`config.mk`:
```
export PLATFORM = sky130hd
export DESIGN_NAME = div_seq_ctrl
export DESIGN_NICKNAME = d
export VERILOG_FILES = /design/src/rtl/div_seq_ctrl_pkg.sv /design/src/rtl/div_seq_ctrl_step.sv /design/src/rtl/div_seq_ctrl.sv
export SDC_FILE = /design/constraint.sdc
export NUM_CORES = 1
export LEC_CHECK = 0
export CAP_MARGIN = 25
export CORE_MARGIN = 5
export CORE_UTILIZATION = 63
export DETAILED_ROUTE_END_ITERATION = 7
export PLACE_DENSITY = 0.87
export SLEW_MARGIN = 20
export SYNTH_ARGS = -nofsm -noshare
export SYNTH_HDL_FRONTEND = slang
export SYNTH_SLANG_ARGS = --single-unit
```
`constraint.sdc`:
```
create_clock -name iCLK -period 8.35 [get_ports iCLK]
set_input_delay 0.835 -clock iCLK [delete_from_list [all_inputs] [get_ports iCLK]]
set_output_delay 0.835 -clock iCLK [all_outputs]
set_load 0.01 [all_outputs]
```
`src/rtl/div_seq_ctrl_pkg.sv`:
```
// Shared ALU opcode constants plus the divide sequencer state type and latency.
package div_seq_ctrl_pkg;

   localparam int XLEN = 32;

   localparam logic [4:0] OPADD  = 5'd0;
   localparam logic [4:0] OPSUB  = 5'd1;
   localparam logic [4:0] OPAND  = 5'd2;
   localparam logic [4:0] OPOR   = 5'd3;
   localparam logic [4:0] OPDIV  = 5'd10;
   localparam logic [4:0] OPDIVU = 5'd11;
   localparam logic [4:0] OPREM  = 5'd12;
   localparam logic [4:0] OPREMU = 5'd13;

   localparam logic [XLEN-1:0] ZERO = '0;

   // Acceptance edge to oDone on the iterative path: XLEN CALC cycles, one FIX, one DONE.
   localparam int DIV_LATENCY = 34;

   typedef enum logic [1:0] {IDLE, CALC, FIX, DONE} div_state_t;

   function automatic logic is_div_op(input logic [4:0] op);
      return (op == OPDIV) || (op == OPDIVU) || (op == OPREM) || (op == OPREMU);
   endfunction

endpackage

```
`src/rtl/div_seq_ctrl_step.sv`:
```
// One radix-2 restoring division iteration on unsigned magnitudes.
module div_restoring_step #(
   parameter int WIDTH = 32
) (
   input  logic [WIDTH-1:0] rem_i,
   input  logic [WIDTH-1:0] quo_i,
   input  logic [WIDTH-1:0] div_i,
   output logic [WIDTH-1:0] rem_o,
   output logic [WIDTH-1:0] quo_o
);

   logic [WIDTH:0] shifted;
   logic [WIDTH:0] trial;

   // rem < div always holds, so the top bit of the WIDTH+1 trial is a clean borrow flag.
   always_comb begin
      shifted = {rem_i, quo_i[WIDTH-1]};
      trial   = shifted - {1'b0, div_i};
      if (!trial[WIDTH]) begin
         rem_o = trial[WIDTH-1:0];
         quo_o = {quo_i[WIDTH-2:0], 1'b1};
      end else begin
         rem_o = shifted[WIDTH-1:0];
         quo_o = {quo_i[WIDTH-2:0], 1'b0};
      end
   end

endmodule

```
`src/rtl/div_seq_ctrl.sv`:
```
// Multi-cycle DIV/DIVU/REM/REMU sequencer with start/busy/done handshake and kill.
module div_seq_ctrl
   import div_seq_ctrl_pkg::*;
#(
   parameter int WIDTH = 32,
   parameter int CNT_W = $clog2(WIDTH) + 1
) (
   input  logic             iCLK,
   input  logic             iRST,
   input  logic             iStart,
   input  logic [4:0]       iControl,
   input  logic [WIDTH-1:0] iA,
   input  logic [WIDTH-1:0] iB,
   input  logic             iKill,
   output logic             oBusy,
   output logic             oDone,
   output logic [WIDTH-1:0] oResult
);

   div_state_t       state_q;
   logic [WIDTH-1:0] rem_q, quo_q, dvs_q, res_q;
   logic [WIDTH-1:0] rem_d, quo_d;
   logic [CNT_W-1:0] cnt_q;
   logic             is_rem_q, neg_q, busy_q, done_q;

   logic             signed_op, a_neg, b_neg, op_rem;
   logic             div_zero, sgn_ovf, fast, accept;
   logic [WIDTH-1:0] a_abs, b_abs, fast_res, fix_sel, fix_res;

   always_comb begin
      signed_op = (iControl == OPDIV) || (iControl == OPREM);
      op_rem    = (iControl == OPREM) || (iControl == OPREMU);
      a_neg     = signed_op & iA[WIDTH-1];
      b_neg     = signed_op & iB[WIDTH-1];
      a_abs     = a_neg ? -iA : iA;
      b_abs     = b_neg ? -iB : iB;
      div_zero  = (iB == '0);
      sgn_ovf   = signed_op && (iA == {1'b1, {(WIDTH-1){1'b0}}}) && (iB == '1);
      fast      = div_zero | sgn_ovf;
      accept    = (state_q == IDLE) & iStart & ~iKill & is_div_op(iControl);
      // Corner results follow RISC-V: x/0 = all-ones, x%0 = x, MIN/-1 = MIN, MIN%-1 = 0.
      if (div_zero) fast_res = op_rem ? iA : '1;
      else          fast_res = op_rem ? '0 : iA;
      fix_sel   = is_rem_q ? rem_q : quo_q;
      fix_res   = neg_q ? -fix_sel : fix_sel;
   end

   div_restoring_step #(.WIDTH(WIDTH)) u_step (
      .rem_i (rem_q),
      .quo_i (quo_q),
      .div_i (dvs_q),
      .rem_o (rem_d),
      .quo_o (quo_d)
   );

   always_ff @(posedge iCLK) begin
      if (iRST) begin
         state_q  <= IDLE;
         busy_q   <= 1'b0;
         done_q   <= 1'b0;
         res_q    <= '0;
         cnt_q    <= '0;
         rem_q    <= '0;
         quo_q    <= '0;
         dvs_q    <= '0;
         is_rem_q <= 1'b0;
         neg_q    <= 1'b0;
      end else begin
         done_q <= 1'b0;
         case (state_q)
            IDLE: begin
               if (accept) begin
                  busy_q   <= 1'b1;
                  is_rem_q <= op_rem;
                  neg_q    <= op_rem ? a_neg : (a_neg ^ b_neg);
                  dvs_q    <= b_abs;
                  rem_q    <= '0;
                  quo_q    <= a_abs;
                  cnt_q    <= CNT_W'(WIDTH);
                  if (fast) begin
                     res_q   <= fast_res;
                     done_q  <= 1'b1;
                     state_q <= DONE;
                  end else begin
                     state_q <= CALC;
                  end
               end
            end
            CALC: begin
               if (iKill) begin
                  state_q <= IDLE;
                  busy_q  <= 1'b0;
               end else begin
                  rem_q <= rem_d;
                  quo_q <= quo_d;
                  cnt_q <= cnt_q - 1'b1;
                  if (cnt_q == CNT_W'(1)) state_q <= FIX;
               end
            end
            FIX: begin
               if (iKill) begin
                  state_q <= IDLE;
                  busy_q  <= 1'b0;
               end else begin
                  res_q   <= fix_res;
                  done_q  <= 1'b1;
                  state_q <= DONE;
               end
            end
            DONE: begin
               state_q <= IDLE;
               busy_q  <= 1'b0;
            end
            default: begin
               state_q <= IDLE;
               busy_q  <= 1'b0;
            end
         endcase
      end
   end

   assign oBusy   = busy_q;
   assign oDone   = done_q;
   assign oResult = res_q;

endmodule

```
* Word level (Yosys, flattened, before mapping) *
Index checks and enable logic that the tools add are counted.

word-level totals
  bits in registers = 140
  latch bits = 0
  RAM bits = 0
  bits in read-only memories = 0
  input port bits = 73
  word-level logic and storage cells = 92
  memories kept = 0

operators by class
  add/subtract/negate cells = 5
  $mul = 0
  divide/modulo/power cells = 0
  $lt $le $gt $ge = 0
  equal/unequal tests = 16
  shift operators = 0
  mux-type cells = 36
  bitwise operators = 8
  reduce and logical (&&, ||, !) cells = 17

operators by type and width
  kind                                                                   number
  32-bit 2-to-1 mux                                                      15
  32-bit one-hot mux with 2 select lines                                 3
  32-bit negator                                                         3
  32-bit equality test, second input constant                            2
  33-bit by 32-bit subtractor with 33-bit output                         1
  32-bit zero test                                                       1
  5-bit by 4-bit equality test with 1-bit output, second input constant  4
  6-bit 2-to-1 mux                                                       2
  6-bit one-hot mux with 2 select lines                                  1
  2-bit 2-to-1 mux                                                       5
  2-bit inequality test, second input constant                           4
  2-bit one-hot mux with 4 select lines                                  1
  1-bit 2-to-1 mux                                                       7
  6-bit by 1-bit equality test with 1-bit output, second input constant  1
  2-bit AND reduction                                                    3
  6-bit by 1-bit subtractor with 6-bit output, second input constant     1
  1-bit bitwise AND                                                      5
  1-bit logical OR                                                       5
  2-bit equality test, second input constant                             2
  4-bit AND reduction                                                    1
  2-bit nonzero test                                                     2
  3-bit inequality test, second input constant                           1
  1-bit one-hot mux with 3 select lines                                  1
  3-bit AND reduction                                                    1
  other kinds (9)                                                        10

* Logic depth before layout (Yosys ltp) *
  word-level depth = 8
  depth in mapped cells = 17
  mapped depth without buffers = 13

* Modules after synthesis *
From an unflattened synthesis, not the netlist that was laid out.

unflattened totals
  cell total of the unflattened synthesis = 1436
  area total of the unflattened synthesis = 11080.6 um2

by module, submodules not included
  module              times used  cells an instance  area an instance (um2)  sequential area each (um2)
  div_seq_ctrl        1           1096               8530.7                  2802.7
  div_restoring_step  1           340                2549.9                  0.0

* Worst setup path after synthesis *
No wires, ideal clock.

  path kind = register to register
  from = reg is_rem_q
  to = reg res_q[30], in the netlist oResult[30]
  library setup time = 0.132 ns
  arrival time = 3.487 ns
  required time = 8.218 ns
  setup slack = 4.731 ns
  stages on the path, launching flop included = 17
  cells stage by stage = dfxtp_1 buf_6 buf_2 buf_2 buf_2 buf_2 buf_2 buf_2 mux2i_1 ha_1 o221a_2 o2111ai_2 nor4_4 a41oi_1 xnor2_1 a211oi_1 nor3_1

between the ends
  word-level cells in the longest chain between the ends = 5

ends and longest elaborated chain
  what                                        line                 text
  from (decl)                                 div_seq_ctrl.sv:24   logic is_rem_q, neg_q, busy_q, done_q;
  from (signal assigned)                      div_seq_ctrl.sv:74   is_rem_q <= op_rem;
  32-bit 2-to-1 mux (*)                       div_seq_ctrl.sv:44   fix_sel = is_rem_q ? rem_q : quo_q;
  32-bit negator                              div_seq_ctrl.sv:45   fix_res = neg_q ? -fix_sel : fix_sel;
  32-bit 2-to-1 mux (*)                       div_seq_ctrl.sv:45
  32-bit 2-to-1 mux (*)                       div_seq_ctrl.sv:101  if (iKill) begin
  32-bit one-hot mux with 2 select lines (*)  div_seq_ctrl.sv:70   case (state_q)
  to (signal assigned)                        div_seq_ctrl.sv:81   res_q <= fast_res;
  to (signal assigned)                        div_seq_ctrl.sv:105  res_q <= fix_res;
  to (decl)                                   div_seq_ctrl.sv:21   logic [WIDTH-1:0] rem_q, quo_q, dvs_q, res_q;

Every way passes the cells marked *; elsewhere a longest branch is shown, timed or not. The select of a mux whose other input is x is not followed.
A chain may end at the register's enable or synchronous reset.

* Worst setup path in the final report *
  from = in iA[1]
  to = reg res_q[23], in the netlist oResult[23]

between the ends
  word-level cells in the longest chain between the ends = 6

ends and longest elaborated chain
  what                                    line                text
  from (decl)                             div_seq_ctrl.sv:12  input logic [WIDTH-1:0] iA,
  32-bit equality test                    div_seq_ctrl.sv:38  sgn_ovf = signed_op && (iA == {1'b1, {(WIDTH-1){1'b0}}}) && (iB == '1);
  1-bit logical AND (2 in series)         div_seq_ctrl.sv:38
  1-bit OR                                div_seq_ctrl.sv:39  fast = div_zero | sgn_ovf;
  2-bit inequality test (no source line)  --
  4-bit AND reduction (no source line)    --

No other way between the ends.

==> summary.md <==
| Metric | Value |
|---|---|
| Largest net degree at the start of global routing | `99` |
| Htree depth | `4` |
| Data required, critical path | `8620 ps` |
| RSZ-0062 raised after global routing | `false` |
| CTS Buffer Depth | `2` |
| Tcrit/Tclk final | `0.5197` |
| Fraction of layout cells with a size suffix above 1 | `0.04835` |
| Largest family of logic cells by synthesized area | `compound AO/OA/AOI/OAI gates` |
| Die Height | `139.4 um` |
| TritonRoute pass-1 iters | `8` |
| Global-route usage over all layers | `0.3174` |
| Top cell type's share of synthesized area | `0.2658` |
| Crit-path slowest cell | `a21oi_4` |
| Slew Viols, Final | `0` |
| CTS tree | `done` |
| Pwr per Cell Area | `172.1 mW/mm^2` |
| CTS Buf Count | `17` |
| Via count | `11,033` |
| Antenna-violating nets left | `0` |
| Syn Inst Count | `1,425` |
| CP Capture Type | `flip-flop` |
| Gates resized, CTS repair | `0` |
| Max Fclk | `0.2305 GHz` |
| Maxcap violations | `0` |
| Leak | `4.223 nW` |
| Worst path bufs/invs | `2` |
| Final min period | `4339 ps` |
| Clock-pin slew on the worst setup and hold paths | `60 ps` |
| Syn_area_per_cell | `7.400 um^2` |
| Unique cell type count in the Yosys netlist | `75` |
| Synthesis Warnings | `0` |
| Peak supply drop | `0.1529 mV` |
| Ant diodes | `0` |
| Simple-gate share of the synthesized area | `0.2288` |
| Via count of the first global-routing pass | `10,164` |
| Final setup vio count | `0` |
| Post-synthesis mux area share | `0.05351` |
| GPL Wtd Cong | `0.9384` |
| Root Driver | `clkbuf_16` |
| Xor and xnor area share after synthesis | `0.09302` |
| Vias per inst | `6.456` |
| #FFs+latches synth | `140` |
| Final net count | `1,591` |
| Kind of cell adding the most delay to the critical path | `simple AND/OR/NAND/NOR gates` |
| Top-level port count | `107` |
| Final hold vios | `0` |
| Ys flop type | `dfxtp_1` |
| Later-pin clock latency in the skew report | `430 ps` |
| Register area share after synthesis | `0.2658` |
| Initial antenna violation count | `0` |
| Slew HR | `0.2778` |
| Sequential cell area | `0.002804 mm^2` |
| Complex-gate fraction of the synthesized area | `0.2546` |
| Post-synth EDFFs | `0` |
| First-pass GRT wire length | `51,410 um` |
| Mean routed wirelength per cell | `18.62 um` |
| Critical path type | `primary input to flip-flop` |
| Port Buffers | `106` |
| Most frequent cells in the layout | `195 x nand2_1, 139 x dfxtp_1, 124 x nor2_1` |
| Die area | `0.01943 mm^2` |
| # DRC | `0` |
| Commonest non-fill, non-tap cell in the layout | `nand2_1` |
| Least-Margin Pin Slew | `1083 ps` |
| Setup_tns | `0 ps` |
| Layout area overhead | `16.45%` |
| Adder-cell area share of the yosys netlist | `0.05055` |
| Design area | `0.01228 mm^2` |
| Crit path cell chain | `clkdlybuf4s50_1 > inv_1 > ha_1 > or3b_2 > nor4_4 > nand3_1 > o31ai_2 > nand2_1 > a21oi_4 > o311ai_1 > o21ai_1 > nor2_1` |
| Starting DRT DRC Count | `1,247` |
| Filler cells | `1,293` |
| Hold Crit Class | `flip-flop to flip-flop` |
| Multi-input gate area | `0.007212 mm^2` |
| Worst Skew | `7.759 ps` |
| Syn Nets | `1,540` |
| Synth area leaders | `dfxtp_1 27%, nand2_1 6.9%, a21oi_1 5.6%` |
| Core Rows | `47` |
| Total setup buffers inserted after CTS | `0` |
| CTS Sinks | `140` |
| Initial Util | `0.6381` |
| Async SR Flop Fraction | `0` |
| Worst path arrival time | `4610 ps` |
| Mapped cell area | `0.01055 mm^2` |
| CTS Hold Bufs | `0` |
| CP max stage delay | `740 ps` |
| Die W | `139.4 um` |
| DP Area | `0.01166 mm^2` |
| CP Launch Type | `primary input` |
| Total Wirelength | `31,820 um` |
| GRT overflow | `0` |
| Dpl hpwl | `23,410 um` |
| Crit Path Max Fanout | `33` |
| Status | `finished, final reports clean` |
| Yosys top cell by area | `dfxtp_1` |
| CORE AREA | `0.01652 mm^2` |
where the power goes:
group	internal [W]	total, W	switching, W
clock network	0.000488	0.000803	0.000315
registers	0.000704	0.000731	0.0000266
logic	0.000248	0.000580	0.000331
path summary, 6_finish.rpt:
kind | cells after the start | endpoint | start | slack [ps]
worst max-delay path | 12 | oResult[23] | iA[1] | 4010
worst min-delay path | 2 | oResult[24] | oResult[24] | 470
worst max register to register | 10 | oResult[21] | is_rem_q | 4380
worst min register to register | 2 | oResult[24] | oResult[24] | 470
layout make-up:
type	instances	share of cell area
Clock inverter	12	0.01314
Clock buffer	20	0.03719
Inverter	55	0.01681
Multi-Input combinational cell	1142	0.5873
Timing Repair Buffer	120	0.09476
Sequential cell	140	0.2283
Tap cell	220	0.02242
cell families after synthesis:
family / Yosys count
AND/OR/NAND/NOR: 509
flip-flops: 140
AO/OA/AOI/OAI: 423
multiplexers: 56
buffers and inverters: 143
XOR/XNOR: 112
adder cells (fa/ha/maj): 42
per-stage QoR:
step	total power (W)	utilization	hold slack (ps)	std cells	setup WS [ps]
6_report	0.002114	0.7431	472.2	1709	4011
5_1_grt	0.002199	0.7431	497.1	1709	3826
4_1_cts	0.002108	0.7431	477.8	1709	4180
3_5_place_dp	0.001311	0.7057	462.2	1677	3770
3_3_place_gp	0.001300	0.7054	453.8	1677	3863
2_1_floorplan	0.001121	-	440.0	1425	4731
cell usage after synthesis, types with 16 or more instances:
cell type	instances
xnor2_1	64
clkbuf_1	72
nor2_1	126
inv_1	55
nor3_1	46
nand2_1	195
mux2i_1	53
o21ai_0	60
a21o_1	16
ha_1	41
dfxtp_1	140
xor2_1	48
nand4_1	16
a211oi_1	53
a311oi_1	16
o21ai_1	62
a21oi_1	117
nand2b_1	17
sequential cells by signal (all words and copies together) (netlist names):
signal    count
neg_q         1
state_q       2
oDone         1
oBusy         1
oResult      32
dvs_q        32
cnt_q         6
quo_q        32
is_rem_q      1
rem_q        32
routing by layer:
| layer | global-route usage | share of wire | routed length [um] |
|---|---|---|---|
| met5 | 0 | 0 | 0 |
| met4 | 0.1354 | 0.038 | 1209 |
| met3 | 0.04940 | 0.081 | 2592 |
| met2 | 0.5211 | 0.47 | 14970 |
| met1 | 0.4155 | 0.41 | 13050 |
worst min-delay path: stages, from the launching register on:
cell	delay, ps
dfxtp_1	310
nand2_1	70
a21oi_2	50
Note: power is estimated with default switching activity, not from simulation.
